[config.mk]
export PLATFORM = sky130hd
export DESIGN_NAME = mdu_sequencer_flat
export DESIGN_NICKNAME = d
export VERILOG_FILES = /design/src/rtl/mdu_sequencer_pkg.sv /design/src/rtl/mdu_sequencer_if.sv /design/src/rtl/mdu_iter_step.sv /design/src/rtl/mdu_sequencer.sv /design/src/flat_wrapper.sv
export SDC_FILE = /design/constraint.sdc
export NUM_CORES = 1
export LEC_CHECK = 0
export CAP_MARGIN = 20
export CORE_ASPECT_RATIO = 2
export CORE_UTILIZATION = 35
export DETAILED_ROUTE_END_ITERATION = 7
export PLACE_DENSITY = 0.62
export SLEW_MARGIN = 10
export SYNTH_ARGS = -nofsm -noshare
export SYNTH_HDL_FRONTEND = slang
export SYNTH_SLANG_ARGS = --single-unit
[constraint.sdc]
create_clock -name clk -period 5 [get_ports clk]
set_clock_uncertainty 0.2 [all_clocks]
set_input_delay 0.75 -clock clk [delete_from_list [all_inputs] [get_ports clk]]
set_output_delay 0.75 -clock clk [all_outputs]
set_load 0.02 [all_outputs]
[src/rtl/mdu_sequencer_pkg.sv]
// Shared constants and types for the RV32M multiply/divide sequencer.
package mdu_sequencer_pkg;

    localparam int MDU_ITER = 32;
    localparam int CNT_W    = 6;

    // M-extension funct3 encodings
    typedef enum logic [2:0] {
        F3_MUL    = 3'b000,
        F3_MULH   = 3'b001,
        F3_MULHSU = 3'b010,
        F3_MULHU  = 3'b011,
        F3_DIV    = 3'b100,
        F3_DIVU   = 3'b101,
        F3_REM    = 3'b110,
        F3_REMU   = 3'b111
    } funct3_e;

    typedef enum logic [2:0] {
        S_IDLE = 3'd0,
        S_PREP = 3'd1,
        S_CALC = 3'd2,
        S_FIX  = 3'd3,
        S_DONE = 3'd4
    } state_e;

    typedef enum logic {
        MODE_MUL = 1'b0,
        MODE_DIV = 1'b1
    } step_mode_e;

    // rs1 is treated as signed for MULH, MULHSU, DIV and REM
    function automatic logic rs1_signed(funct3_e f);
        return f inside {F3_MULH, F3_MULHSU, F3_DIV, F3_REM};
    endfunction

    // rs2 is treated as signed for MULH, DIV and REM
    function automatic logic rs2_signed(funct3_e f);
        return f inside {F3_MULH, F3_DIV, F3_REM};
    endfunction

    // two's-complement negate when neg is set
    function automatic logic [31:0] negate_if(logic [31:0] v, logic neg);
        return neg ? (~v + 32'd1) : v;
    endfunction

endpackage

[src/rtl/mdu_sequencer_if.sv]
// Issue/result bundle between the EX stage and the multiply/divide sequencer.
interface mdu_sequencer_if;

    logic        start_in;
    logic [2:0]  funct3_in;
    logic [31:0] rs1_in;
    logic [31:0] rs2_in;
    logic        flush_in;
    logic        busy_out;
    logic        done_out;
    logic [31:0] result_out;

    modport master (
        output start_in, funct3_in, rs1_in, rs2_in, flush_in,
        input  busy_out, done_out, result_out
    );

    modport slave (
        input  start_in, funct3_in, rs1_in, rs2_in, flush_in,
        output busy_out, done_out, result_out
    );

endinterface

[src/rtl/mdu_iter_step.sv]
// One iteration of the multiply/divide loop: shift-add (multiply) or
// restoring subtract (divide). The quotient bit is returned separately;
// the caller shifts it into the vacated LSB of the accumulator.
module mdu_iter_step
    import mdu_sequencer_pkg::*;
(
    input  logic [63:0] acc,
    input  logic [31:0] operand,
    input  step_mode_e  mode,
    output logic [63:0] acc_next,
    output logic        q_bit
);

    logic [32:0] add_sum;
    logic [32:0] shifted;
    logic [32:0] diff;

    // single combinational step for either mode
    always_comb begin
        // NOTE: every output gets a default first so no path infers a latch.
        acc_next = acc;
        q_bit    = 1'b0;
        add_sum  = {1'b0, acc[63:32]} + (acc[0] ? {1'b0, operand} : 33'd0);
        shifted  = {acc[63:32], acc[31]};
        diff     = shifted - {1'b0, operand};
        if (mode == MODE_MUL) begin
            acc_next = {add_sum, acc[31:1]};
        end else begin
            // a set top bit means the shifted remainder already exceeds any divisor
            q_bit    = shifted[32] | ~diff[32];
            acc_next = {(q_bit ? diff[31:0] : shifted[31:0]), acc[30:0], 1'b0};
        end
    end

endmodule

[src/rtl/mdu_sequencer.sv]
// Iterative RV32M multiply/divide sequencer: 32-step shift-add or restoring
// divide, sign fix-up, early exit for divide-by-zero and signed overflow.
module mdu_sequencer
    import mdu_sequencer_pkg::*;
#(
    parameter bit EARLY_OUT = 1'b1
) (
    input  logic         clk,
    input  logic         rst,
    mdu_sequencer_if.slave bus
);

    state_e           state_q, state_d;
    funct3_e          op_q;
    logic [31:0]      rs1_q, rs2_q, opnd_q, result_q;
    logic [63:0]      acc_q;
    logic [CNT_W-1:0] cnt_q;
    logic             neg_q;

    logic             accept, is_div, div_zero, overflow, early;
    logic             sign1, sign2, neg_d;
    logic [31:0]      mag1, mag2, special_result, fix_result, sel, result_d;
    logic [63:0]      prod, step_acc;
    logic             step_q;
    step_mode_e       step_mode;

    mdu_iter_step u_step (
        .acc      (acc_q),
        .operand  (opnd_q),
        .mode     (step_mode),
        .acc_next (step_acc),
        .q_bit    (step_q)
    );

    // operand decode, special-case detection and result selection
    always_comb begin
        is_div    = op_q[2];
        step_mode = is_div ? MODE_DIV : MODE_MUL;
        sign1     = rs1_signed(op_q) & rs1_q[31];
        sign2     = rs2_signed(op_q) & rs2_q[31];
        mag1      = negate_if(rs1_q, sign1);
        mag2      = negate_if(rs2_q, sign2);
        div_zero  = is_div && (rs2_q == 32'd0);
        overflow  = is_div && !op_q[0] && (rs1_q == 32'h8000_0000) && (rs2_q == 32'hFFFF_FFFF);
        early     = EARLY_OUT && (div_zero || overflow);
        // a zero divisor keeps the all-ones quotient positive
        if (is_div) neg_d = op_q[1] ? sign1 : ((sign1 ^ sign2) & ~div_zero);
        else        neg_d = sign1 ^ sign2;
        if (div_zero) special_result = op_q[1] ? rs1_q : 32'hFFFF_FFFF;
        else          special_result = op_q[1] ? 32'd0 : 32'h8000_0000;
        prod = neg_q ? (~acc_q + 64'd1) : acc_q;
        sel  = op_q[1] ? acc_q[63:32] : acc_q[31:0];
        if (is_div)                fix_result = negate_if(sel, neg_q);
        else if (op_q == F3_MUL)   fix_result = prod[31:0];
        else                       fix_result = prod[63:32];
        result_d = (state_q == S_PREP) ? special_result : fix_result;
    end

    // next-state logic and status outputs
    always_comb begin
        state_d      = state_q;
        accept       = (state_q == S_IDLE || state_q == S_DONE) && bus.start_in && !bus.flush_in;
        bus.busy_out = (state_q == S_PREP) || (state_q == S_CALC) || (state_q == S_FIX);
        bus.done_out = (state_q == S_DONE);
        if (bus.flush_in) begin
            state_d = S_IDLE;
        end else begin
            case (state_q)
                S_IDLE:  if (accept) state_d = S_PREP;
                S_PREP:  state_d = early ? S_DONE : S_CALC;
                S_CALC:  if (cnt_q == CNT_W'(MDU_ITER - 1)) state_d = S_FIX;
                S_FIX:   state_d = S_DONE;
                S_DONE:  state_d = accept ? S_PREP : S_IDLE;
                default: state_d = S_IDLE;
            endcase
        end
    end

    // state register
    always_ff @(posedge clk) begin
        // NOTE: sequential state uses <= so every register samples pre-edge values.
        if (rst) state_q <= S_IDLE;
        else     state_q <= state_d;
    end

    // operand latches, loop datapath and result register
    always_ff @(posedge clk) begin
        if (rst) begin
            // NOTE: operand latches are reset too; PREP decodes them unconditionally.
            op_q     <= F3_MUL;
            rs1_q    <= '0;
            rs2_q    <= '0;
            opnd_q   <= '0;
            acc_q    <= '0;
            cnt_q    <= '0;
            neg_q    <= 1'b0;
            result_q <= '0;
        end else begin
            if (accept) begin
                op_q  <= funct3_e'(bus.funct3_in);
                rs1_q <= bus.rs1_in;
                rs2_q <= bus.rs2_in;
            end
            if (state_q == S_PREP) begin
                neg_q  <= neg_d;
                opnd_q <= is_div ? mag2 : mag1;
                acc_q  <= {32'd0, (is_div ? mag1 : mag2)};
                cnt_q  <= '0;
            end
            if (state_q == S_CALC) begin
                acc_q <= step_acc | {63'd0, step_q};
                cnt_q <= cnt_q + CNT_W'(1);
            end
            if (state_d == S_DONE) result_q <= result_d;
        end
    end

    assign bus.result_out = result_q;

endmodule

[src/flat_wrapper.sv]
// flat-port wrapper written by rule: the top's interface ports become plain ports
module mdu_sequencer_flat import mdu_sequencer_pkg::*;
#(
    parameter bit EARLY_OUT = 1'b1
)
  (clk, rst, bus_start_in, bus_funct3_in, bus_rs1_in, bus_rs2_in, bus_flush_in, bus_busy_out, bus_done_out, bus_result_out);
  mdu_sequencer_if bus_i ();
  input  logic clk;
  input  logic rst;
  input wire logic [$bits(bus_i.start_in)-1:0] bus_start_in;
  input wire logic [$bits(bus_i.funct3_in)-1:0] bus_funct3_in;
  input wire logic [$bits(bus_i.rs1_in)-1:0] bus_rs1_in;
  input wire logic [$bits(bus_i.rs2_in)-1:0] bus_rs2_in;
  input wire logic [$bits(bus_i.flush_in)-1:0] bus_flush_in;
  output wire logic [$bits(bus_i.busy_out)-1:0] bus_busy_out;
  output wire logic [$bits(bus_i.done_out)-1:0] bus_done_out;
  output wire logic [$bits(bus_i.result_out)-1:0] bus_result_out;
  assign bus_i.start_in = bus_start_in;
  assign bus_i.funct3_in = bus_funct3_in;
  assign bus_i.rs1_in = bus_rs1_in;
  assign bus_i.rs2_in = bus_rs2_in;
  assign bus_i.flush_in = bus_flush_in;
  assign bus_busy_out = bus_i.busy_out;
  assign bus_done_out = bus_i.done_out;
  assign bus_result_out = bus_i.result_out;
  mdu_sequencer #(.EARLY_OUT(EARLY_OUT)) u_core (.clk(clk), .rst(rst), .bus(bus_i));
endmodule
After elaboration in Yosys (flattened, before gate mapping)
Index checks and enable logic that the tools add are counted.

word-level totals
  bits in registers = 205
  bits of input ports = 71
  output and inout port bits = 34
  word-level logic and storage cells = 88

operators by class
  add/subtract/negate cells = 7
  equality and inequality tests = 12
  multiplexer cells = 30
  bitwise gates (word level) = 12
  reduce and logical (&&, ||, !) cells = 18

operators by type and width
  kind                                                              number
  32-bit two-way mux                                                14
  64-bit two-way mux                                                4
  32-bit by 1-bit adder with 32-bit output (second input constant)  3
  32-bit NOT                                                        3
  64-bit by 1-bit adder with 64-bit output (second input constant)  1
  32-bit == test (second input constant)                            2
  64-bit NOT                                                        1
  64-bit by 1-bit bitwise OR with 64-bit output                     1
  32-bit by 33-bit adder with 33-bit output                         1
  33-bit by 32-bit subtractor with 33-bit output                    1
  32-bit zero test                                                  1
  3-bit one-hot mux with 5 select lines                             1
  3-bit == test (second input constant)                             4
  3-bit two-way mux                                                 4
  6-bit two-way mux                                                 2
  3-bit by 2-bit == test with 1-bit output (second input constant)  3
  6-bit by 1-bit adder with 6-bit output (second input constant)    1
  3-bit by 1-bit == test with 1-bit output (second input constant)  2
  6-bit by 5-bit == test with 1-bit output (second input constant)  1
  1-bit logical AND                                                 6
  3-bit zero test                                                   2
  1-bit two-way mux                                                 5
  1-bit logical OR                                                  4
  4-bit nonzero test                                                1
  other kinds (7)                                                   11

Longest topological paths before layout
Gate-level depths: netlist of the first run.

  depth after elaboration = 9
  gate-level depth with buffers = 17

Cells and area by module
Synthesis of the first run repeated with hierarchy kept, for this count alone.

unflattened totals
  cell total of the unflattened synthesis = 2554
  area, all modules = 18514.0 µm²

by module, submodules not included
  module         instances  cells each  area an instance (µm²)  seq. area each (µm²)
  mdu_sequencer  1          1884        13839.5                 4103.9
  mdu_iter_step  1          670         4674.5                  0.0

Worst setup path before layout of the first run
OpenSTA, ideal clock, no wires.

  path type = register to register
  from = register u_core.op_q[1]
  to = register u_core.result_q[30] (netlist: u_core.bus.result_out[30])
  setup time = 0.120 ns
  data arrival time = 4.238 ns
  path slack = 0.442 ns
  cell stages (with the launch flop) = 18
  buffers on the path = 7
  clock period less this slack = 4.558 ns
  cells stage by stage = dfxtp_1 -> buf_2 -> buf_2 -> buf_2 -> buf_2 -> buf_2 -> buf_2 -> clkbuf_1 -> mux2i_1 -> ha_1 -> o211ai_1 -> or3_1 -> or3_1 -> nor4_1 -> mux2_2 -> a221o_1 -> nor3_1 -> o21ai_1

on the way
  longest elaborated chain between the ends = 6

RTL lines
  what                                      RTL line                 source
  start, declared                           mdu_sequencer.sv:14      funct3_e op_q;
  start signal, assigned                    mdu_sequencer.sv:100     op_q <= funct3_e'(bus.funct3_in);
  32-bit two-way mux                        mdu_sequencer.sv:52      sel = op_q[1] ? acc_q[63:32] : acc_q[31:0];
  32-bit NOT                                mdu_sequencer_pkg.sv:44  return neg ? (~v + 32'd1) : v;
  32-bit by 1-bit adder with 32-bit output  mdu_sequencer_pkg.sv:44
  32-bit two-way mux                        mdu_sequencer_pkg.sv:44
  32-bit two-way mux                        mdu_sequencer.sv:53      if (is_div) fix_result = negate_if(sel, neg_q);
  32-bit two-way mux (*)                    mdu_sequencer.sv:56      result_d = (state_q == S_PREP) ? special_result : fix_result;
  end signal, assigned                      mdu_sequencer.sv:114     if (state_d == S_DONE) result_q <= result_d;
  end, declared                             mdu_sequencer.sv:15      logic [31:0] rs1_q, rs2_q, opnd_q, result_q;

Mark *: on every way between the ends. The rest lies on a longest branch, timed or not.
A chain may end at the register's enable or synchronous reset.

Worst setup path in the final report of the first run
  from = register u_core.acc_q[0]
  to = register u_core.result_q[6] (netlist: u_core.bus.result_out[6])

on the way
  longest elaborated chain between the ends = 6

RTL lines
  what                                                                                   RTL line                                      source
  start, declared                                                                        mdu_sequencer.sv:16                           logic [63:0] acc_q;
  start signal, assigned                                                                 mdu_sequencer.sv:107                          acc_q <= {32'd0, (is_div ? mag1 : mag2)};
  start signal, assigned                                                                 mdu_sequencer.sv:111                          acc_q <= step_acc | {63'd0, step_q};
  64-bit NOT / 32-bit two-way mux (equally long branches)                                mdu_sequencer.sv:51, mdu_sequencer.sv:52
  64-bit by 1-bit adder with 64-bit output / 32-bit NOT (equally long branches)          mdu_sequencer.sv:51, mdu_sequencer_pkg.sv:44
  64-bit two-way mux / 32-bit by 1-bit adder with 32-bit output (equally long branches)  mdu_sequencer.sv:51, mdu_sequencer_pkg.sv:44
  32-bit two-way mux (on tied branches)                                                  mdu_sequencer.sv:54, mdu_sequencer_pkg.sv:44
  32-bit two-way mux (*)                                                                 mdu_sequencer.sv:53
  32-bit two-way mux (*)                                                                 mdu_sequencer.sv:56

Marked as above.

==> summary.txt, run 1 <==
Place
  – DP Area: 19270 um2
  – Port-buffer cells: 104
  – DP Wirelength: 62380 um
  – RD Place Congestion: 1.088

STA
  – Worst hold margin: 0.2361 ns
  – Endpoints failing setup: 0
  – Final worst path period share: 86.87%
  – Slew headroom: 22.72%
  – Tightest Pin Transition: 1.155 ns
  – Final Hold Fails: 0
  – Slew Limit Fails: 0
  – Min Tclk post-route: 4.344 ns
  – RSZ-0062 raised after global routing: false
  – Total negative slack: 0 ns
  – Fmax: 230.2 MHz

Setup path
  – CP top delay family: compound AO/OA/AOI/OAI gates
  – Critical path peak fanout: 9
  – Crit end category: register
  – CP required: 5.29 ns
  – CP max stage cell: o31ai_2
  – Worst Setup Path Type: reg2reg
  – CP peak stage delay: 0.85 ns
  – WP data arrival: 4.64 ns
  – Crit start category: register
  – Worst-path cell chain: inv_1 > ha_1 > or3b_2 > nor2_1 > nand4_2 > buf_4 > o31ai_2 > xor2_1 > a21oi_1 > nor3_1 > buf_4 > nor3_1
  – Buffers plus inverters on the worst setup path: 3

Floorplan
  – Die Wd: 160.4 um
  – I/O pin count: 105
  – Starting Density: 35.58%
  – Die Footprint: 51130 um2
  – Chip Height: 318.8 um
  – Core area: 49350 um2
  – Row Count: 115

Synth
  – Syn avg cell area: 7.070 um2
  – Async SR Flop Fraction: 0%
  – Most common cell in the netlist: nand2_1
  – Top post-synthesis cells by count: 370 x nand2_1, 256 x nor2_1, 254 x a21oi_1
  – Syn_nets: 2627
  – Most used DFF post-synth: dfxtp_1
  – Synth warn: 0
  – Number of flops mapped to enable cells by yosys: 0
  – Register area share after synthesis: 23.37%
  – Synth top area cells: dfxtp_1 23%, nand2_1 7.9%, a21oi_1 7.2%
  – Synth top area share: 23.37%
  – Cell taking the most area after synthesis: dfxtp_1
  – Mapped Area: 17560 um2
  – #FFs+latches synth: 205
  – Number of library cell types mapped by synthesis: 85
  – Synthesized instance count: 2484

Clock tree
  – CTS clk-pin slew, worst paths: 0.07 ns
  – H-tree level count: 1
  – Post-CTS Hold Fix Bufs: 0
  – Clk buf depth: 3
  – CTS Buf Count: 22
  – Sinks on Clock Net: 205
  – CTS tree: yes
  – Root Buffer: clkbuf_16
  – Clock latency on the worst-skew pair: 0.59 ns
  – # Post-CTS Setup Buffers: 0
  – PostCTS Resize Cnt: 0

Pwr
  – Worst vdd ir: 0.2268 mV
  – Final Power: 0.004644 W
  – PwrDens: 231.5 nW/um2
  – P_leak: 7.518 nW

Global route
  – Met2 usage: 54.81%
  – Grt ovf: 0
  – First-pass GRT wire length: 119200 um
  – GRT Max-Usage Layer: met2
  – Global Route Usage Sum: 31.43%
  – Met3 Use GR: 5.371%
  – Largest net degree at the start of global routing: 89
  – Vias in the first global route: 18850
  – Initial antenna violation count: 0
  – Grt met1 use: 29.59%

Finish
  – Fin nets: 2637
  – Reg area: 4113 um2
  – Fill cell count: 5193
  – Multi-input logic area: 12510 um2
  – Share of cells above drive strength 1: 6.935%
  – Syn-to-layout area delta: 14.22%
  – Final std cell area, no fill: 20060 um2

Hold path
  – Worst min-delay path class: reg2reg

Detailed routing
  – Via-per-instance ratio: 6.070
  – DR WL/cell: 25.92 um
  – Final WL: 81730 um
  – DRC viols: 0
  – Post-DRT Antenna Nets: 0
  – Router iterations before antenna repair: 8
  – DR iter-0 viols: 1442
  – Vias: 19140

Status
  – Status: completed

Flow run
  – Max-Cap Viols: 0
-- layout make-up --
| class | count | area share (%) |
|---|---|---|
| inverters | 64 | 1.198 |
| multi-input cells | 2021 | 62.38 |
| well taps | 643 | 4.011 |
| clock inverters | 13 | 0.8670 |
| clock buffers | 26 | 3.025 |
| repair buffers | 180 | 8.009 |
| flip-flops and latches | 205 | 20.50 |
| diodes | 1 | 0.01248 |
-- state kept, by name, summed over array words and instances (netlist names) --
register and cells:
u_core.rs1_q 32, u_core.bus.result_out 32, u_core.opnd_q 32, u_core.acc_q 64
u_core.neg_q 1, u_core.cnt_q 6, u_core.rs2_q 32, u_core.state_q 3
u_core.op_q 3
-- metrics by stage --
step	util [%]	instances	setup slack [ns]
floorplan	-	2484	0.4420
global placement	39.02	3111	0.9393
detailed placement	39.04	3112	0.8579
CTS	40.62	3151	0.8135
global route	40.64	3152	0.5842
finish	40.64	3153	0.6564
-- path summary, 6_finish.rpt --
| check | endpoint | depth (start not counted) | startpoint | slack [ns] |
|---|---|---|---|---|
| min reg2reg | u_core.bus.result_out[4] | 2 | u_core.bus.result_out[4] | 0.24 |
| min | u_core.bus.result_out[4] | 2 | u_core.bus.result_out[4] | 0.24 |
| max reg2reg | u_core.bus.result_out[6] | 12 | u_core.acc_q[0] | 0.66 |
| max | u_core.bus.result_out[6] | 12 | u_core.acc_q[0] | 0.66 |
-- worst register-to-register path: stages (launching register included) --
cell	delay, ns
dfxtp_1	0.41
inv_1	0.15
ha_1	0.19
or3b_2	0.48
nor2_1	0.32
nand4_2	0.14
buf_4	0.18
o31ai_2	0.85
xor2_1	0.14
a21oi_1	0.69
nor3_1	0.16
buf_4	0.20
nor3_1	0.14
-- cells by family after synthesis --
family / Yosys count / synth area share, %
AO/OA/AOI/OAI: 732 / 26.28
XOR/XNOR: 183 / 9.127
adder cells (fa/ha/maj): 72 / 5.215
buffers and inverters: 258 / 5.728
flip-flops: 205 / 23.37
multiplexers: 108 / 6.248
AND/OR/NAND/NOR: 926 / 24.04
-- placed cells by master (no fill, tap or decap), types with 12 or more instances in the layout --
master	n
o21a_1	19
a21o_1	29
xor2_1	81
buf_4	75
a21oi_1	254
nand4_1	33
o31ai_1	33
a31oi_1	20
o211ai_1	34
nand2_1	370
nor2_1	253
or3_1	29
or4_1	16
clkbuf_16	23
a221oi_1	18
o22ai_1	20
o221ai_1	17
o21ai_0	122
nor2b_1	15
nor3_1	64
nand3_1	34
nor4_1	17
ha_1	70
a211oi_1	20
mux2_2	13
dfxtp_1	202
and2_1	15
mux2i_1	95
nand2b_1	19
o21ai_1	36
xnor2_1	102
clkdlybuf4s50_1	103
inv_1	63
o41ai_1	12
a22oi_1	22
-- report_power, final --
group	switching [W]	internal [W]
registers	0.0000687	0.00166
logic	0.000686	0.000358
clock network	0.000825	0.00104
total	0.00158	0.00306
-- routing by layer --
layer / up-vias / routed length, um
met3: 375 / 4897
met5: - / 0
met4: 0 / 10220
met2: 871 / 39870
met1: 8998 / 26740
li1: 8896 / -
Note: power is estimated with default switching activity, not from simulation.
==> run 2, diff against run 1 <==
clock period = 5.5 ns   (was 5 ns; I/O delays follow)
==> run 2 against run 1 <==
  * Clock power is 10% lower
  * Critical path depth is 3 lower
  * Fmax is 2.4% lower
  * Critical endpoint is now u_core.bus.result_out[28]
  * Flip-flop and latch count stayed put
  * Cell area is 1.0% lower
==> summary.txt, run 2 (synthesis results as in run 1) <==
Detailed routing
  – Router iterations before antenna repair: 6
  – DRC viols: 0
  – Via-per-instance ratio: 6.185
  – Final WL: 83620 um
  – Vias: 19340
  – DR WL/cell: 26.74 um
  – Post-DRT Antenna Nets: 0
  – DR iter-0 viols: 1542

Clock tree
  – Root Buffer: clkbuf_16
  – Clock latency on the worst-skew pair: 0.58 ns
  – Sinks on Clock Net: 205
  – PostCTS Resize Cnt: 0
  – CTS tree: yes
  – # Post-CTS Setup Buffers: 0
  – Clk buf depth: 3
  – Post-CTS Hold Fix Bufs: 0
  – CTS clk-pin slew, worst paths: 0.07 ns
  – H-tree level count: 1
  – CTS Buf Count: 21

Floorplan
  – Row Count: 115
  – Die Footprint: 51130 um2
  – Core area: 49350 um2
  – I/O pin count: 105
  – Die Wd: 160.4 um
  – Starting Density: 35.58%
  – Chip Height: 318.8 um

Place
  – RD Place Congestion: 1.107
  – Setup WS pre-CTS: 1.318 ns
  – DP Wirelength: 63270 um
  – Port-buffer cells: 104
  – Cell total after placement: 3090

STA
  – Final worst slack: 1.050 ns
  – RSZ-0062 raised after global routing: false
  – Slew Limit Fails: 0
  – Final worst path period share: 80.91%
  – Final Hold Fails: 0
  – Fmax: 224.7 MHz
  – Slew headroom: 17.85%
  – Endpoints failing setup: 0
  – Tightest Pin Transition: 1.232 ns
  – Worst hold margin: 0.2392 ns
  – Total negative slack: 0 ns
  – Min Tclk post-route: 4.450 ns

Pwr
  – Worst vdd ir: 0.2324 mV
  – P_leak: 7.395 nW
  – PwrDens: 211.3 nW/um2
  – Final Power: 0.004196 W

Status
  – Status: completed

Finish
  – # diodes: 0
  – Most common cell after layout, fill and taps aside: nand2_1
  – Largest register FFs: 64
  – Commonest cells after routing, fill and taps aside: 370 x nand2_1, 254 x a21oi_1, 253 x nor2_1
  – Most flops, register: u_core.acc_q
  – Post-route insts no fill: 3127
  – Share of cells above drive strength 1: 5.837%
  – Fin nets: 2614
  – Syn-to-layout area delta: 13.05%

Global route
  – Vias in the first global route: 19410
  – Grt ovf: 0
  – Initial antenna violation count: 2
  – Largest net degree at the start of global routing: 78
  – Global Route Usage Sum: 32.37%
  – First-pass GRT wire length: 123000 um

Flow run
  – Max-Cap Viols: 0

Setup path
  – Crit end category: register
  – Critical path peak fanout: 12
  – Worst Setup Path Type: reg2reg
  – CP required: 5.72 ns
  – WP data arrival: 4.67 ns
  – Crit start category: register
  – FF-to-FF path depth: 9

Hold path
  – Worst min-delay path class: reg2reg
  – Hold Path Cell Cnt: 2
[run 2: cell types whose count changed in the layout (fill, tap and decap cells not counted), moves of 2 or more]
cell,before,now
inv_6,4,1
inv_8,2,0
clkbuf_16,23,21
buf_4,75,54
bufinv_16,3,5
clkbuf_1,1,4
[run 2: worst max-delay path, cell delays in order, from the launching register on]
cell      delay, ns
dfxtp_1        0.54
nor3_1         1.04
nand2_1        0.35
nor3_1         0.49
nand3_1        0.21
or4_1          0.42
o21ai_1        0.33
xnor2_1        0.11
a221oi_1       0.46
a211oi_1       0.13
[run 2: metrics by stage]
step | utilization (%) | area [um2]
floorplan | - | 17560
global placement | 38.69 | 19090
detailed placement | 38.69 | 19090
CTS | 40.22 | 19850
global route | 40.23 | 19850
finish | 40.23 | 19850
[run 2: cell type report]
cell class	instances	area [um2]
multi-input cells	2021	12500
well taps	643	804.5
clock inverters	8	172.7
clock buffers	28	581.8
repair buffers	158	1441
flip-flops and latches	205	4113
inverters	64	240.2
fillers	5189	29500
[run 2: path summary, 6_finish.rpt]
path	startpoint	endpoint	slack, ns
setup / recovery	u_core.acc_q[32]	u_core.bus.result_out[28]	1.05
hold / removal	u_core.bus.result_out[4]	u_core.bus.result_out[4]	0.24
setup reg to reg	u_core.acc_q[32]	u_core.bus.result_out[28]	1.05
hold reg to reg	u_core.bus.result_out[4]	u_core.bus.result_out[4]	0.24
[run 2: layer usage]
layer	wire, um	global-route usage [%]	vias to the layer above
met5	29	0	-
met3	5242	5.800	394
met4	10080	33.71	4
li1	-	-	8859
met1	27460	30.99	9157
met2	40810	56.28	928
[run 2: report_power, final]
part           internal, W  total [W]  switching, W
clock             0.000978    0.00168      0.000700
sequential         0.00151    0.00158     0.0000694
combinational     0.000317   0.000935      0.000619
total              0.00281    0.00420       0.00139
==> run 3, diff against run 2 <==
clock period = 4.2 ns   (was 5.5 ns; I/O delays follow)
==> run 3 against run 2 <==
  * Routed wire length shrank 0.33%
  * Via count increased by 0.13%
  * Cell area grew 3.2%
  * Hold slack better by 0.0042 ns
  * Worst setup slack got worse by 0.91 ns
  * Global-route usage about the same
  * Critical path depth is 3 higher
  * Cell count is 2.6% higher
  * Flip-flop and latch count unchanged
  * Sequential power is 30% higher
  * Clock power grew 24%
  * Non-clock buffer count is 78 higher
  * Highest routed layer is now met4
==> summary.txt, run 3 (synthesis results as in run 1) <==
Finish
  – Syn-to-layout area delta: 16.68%
  – Most common cell after layout, fill and taps aside: nand2_1
  – # diodes: 0
  – Largest register FFs: 64
  – Final std cell area, no fill: 20490 um2
  – Fill cell count: 5127
  – Fin nets: 2693
  – Commonest cells after routing, fill and taps aside: 370 x nand2_1, 254 x a21oi_1, 252 x nor2_1
  – Share of cells above drive strength 1: 9.002%
  – Most flops, register: u_core.acc_q

Clock tree
  – CTS clk-pin slew, worst paths: 0.06 ns
  – Root Buffer: clkbuf_16
  – Clock latency on the worst-skew pair: 0.57 ns
  – CTS tree: yes
  – Post-CTS Hold Fix Bufs: 0
  – CTS Buf Count: 22
  – Clk buf depth: 3
  – # Post-CTS Setup Buffers: 0
  – PostCTS Resize Cnt: 0
  – H-tree level count: 1
  – Sinks on Clock Net: 205

STA
  – Final worst slack: 0.1386 ns
  – Fmax: 246.2 MHz
  – Final Hold Fails: 0
  – Slew Limit Fails: 0
  – Endpoints failing setup: 0
  – RSZ-0062 raised after global routing: false
  – Slew headroom: 20.44%
  – Tightest Pin Transition: 1.189 ns
  – Total negative slack: 0 ns
  – Final worst path period share: 96.70%
  – Min Tclk post-route: 4.061 ns

Setup path
  – Cell repeated most along the worst path: buf_4
  – CP required: 4.41 ns
  – Worst-path cell chain: inv_1 > ha_1 > or3b_2 > nor4_1 > buf_4 > and2_1 > nand2_1 > o22ai_1 > o21ai_1 > nor3_2 > buf_4 > nor3_1
  – Crit start category: register
  – CP peak stage delay: 0.51 ns
  – WP data arrival: 4.27 ns
  – Worst R2R Setup Slack: 0.14 ns
  – Buffers plus inverters on the worst setup path: 3
  – Critical path peak fanout: 7
  – Reg-to-reg endpoint: u_core.bus.result_out[6]
  – Worst R2R Start: u_core.rs1_q[0]
  – Crit end category: register
  – CP max stage cell: nor3_2
  – CP top delay family: simple AND/OR/NAND/NOR gates
  – FF-to-FF path depth: 12
  – Worst Setup Path Type: reg2reg

Pwr
  – P_leak: 7.800 nW
  – Sw frac: 34.01%
  – Combinational Power Share: 24.4%
  – Worst vdd ir: 0.2877 mV
  – Sequential share of power: 37.6%
  – Net switching power: 0.001858 W
  – Clk pwr share: 38.0%
  – PwrDens: 266.6 nW/um2
  – Int Power: 0.003606 W

Detailed routing
  – Vias: 19370
  – DR WL/cell: 25.97 um
  – DRC viols: 0
  – Post-DRT Antenna Nets: 0
  – Final WL: 83340 um
  – Router iterations before antenna repair: 5
  – Via-per-instance ratio: 6.036
  – DR iter-0 viols: 1413

Hold path
  – Worst min-delay path class: reg2reg
  – Hold Startpoint: u_core.bus.result_out[2]
  – Hold Path End: u_core.bus.result_out[2]
  – Hold Path Cell Cnt: 2

Status
  – Status: completed

Place
  – DP Area: 19720 um2
  – Setup WS pre-CTS: 0.04685 ns
  – DP Wirelength: 64520 um
  – RD Place Congestion: 1.046
  – Port-buffer cells: 104

Floorplan
  – Die Wd: 160.4 um
  – Core area: 49350 um2
  – Chip Height: 318.8 um
  – Row Count: 115
  – I/O pin count: 105
  – Die Footprint: 51130 um2
  – Starting Density: 35.58%

Global route
  – Global Route Usage Sum: 32.41%
  – Initial antenna violation count: 0
  – Vias in the first global route: 19330
  – First-pass GRT wire length: 123000 um
  – Grt ovf: 0
  – Largest net degree at the start of global routing: 86

Flow run
  – Max-Cap Viols: 0
run 3: cell count changes in the layout (fill, tap and decap cells not counted), moves of 2 or more:
cell	before	now
buf_12	0	5
buf_4	54	127
bufinv_16	5	1
clkbuf_1	4	2
clkbuf_16	21	23
clkinv_2	1	5
clkinvlp_4	0	2
nor2_2	1	3
nor4_1	18	16
nor4_2	0	2
run 3: worst max-delay path by stage:
stage	cells past startpoint	slack [ns]	start	end
after floorplan	17	0.04	u_core.op_q[1]	u_core.bus.result_out[30]
after global placement	12	0.03	u_core.rs1_q[0]	u_core.bus.result_out[6]
after detailed placement	11	0.05	u_core.acc_q[0]	u_core.bus.result_out[17]
after CTS	11	0.009	u_core.acc_q[0]	u_core.bus.result_out[17]
after global routing	12	0.06	u_core.rs1_q[0]	u_core.bus.result_out[17]
final	12	0.14	u_core.rs1_q[0]	u_core.bus.result_out[6]
run 3: per-stage QoR:
step           instances  utilization (%)  total power, W  hold slack (ns)
2_1_floorplan       2484                -        0.002815           0.2319
3_3_place_gp        3167            39.95        0.003369           0.2304
3_5_place_dp        3167            39.96        0.003377           0.2421
4_1_cts             3207            41.45        0.005442           0.2508
5_1_grt             3209            41.52        0.005635           0.2600
6_report            3209            41.52        0.005464           0.2433
run 3: tightest hold or removal path, cell delays in order (launching register included):
cell and delay, ns:
dfxtp_1 0.31, nand2_1 0.05, nand2_1 0.04
run 3: routing by layer:
metal  up-vias  share of wire (%)  GRT usage [%]
li1       8990                  -              -
met1      9131                 33          30.98
met2       896                 50          57.46
met3       351                6.0          5.293
met4         0                 12          32.32
met5         -                  0              0
run 3: power by group through the flow:
stage / clock network, W / registers (W) / logic, W
after floorplan: 0 / 0.00206 / 0.000755
after global placement: 0 / 0.00209 / 0.00128
after detailed placement: 0 / 0.00210 / 0.00128
after CTS: 0.00211 / 0.00205 / 0.00128
after global routing: 0.00218 / 0.00206 / 0.00140
final: 0.00208 / 0.00205 / 0.00133
run 3: cell type report:
type	count	area (um2)	area share (%)
multi-input combinational	2021	12500	61.02
sequential	205	4113	20.07
timing repair buffer	236	2092	10.21
tap	643	804.5	3.926
clock buffer	29	638.1	3.114
inverter	64	240.2	1.172
clock inverter	11	98.84	0.4824
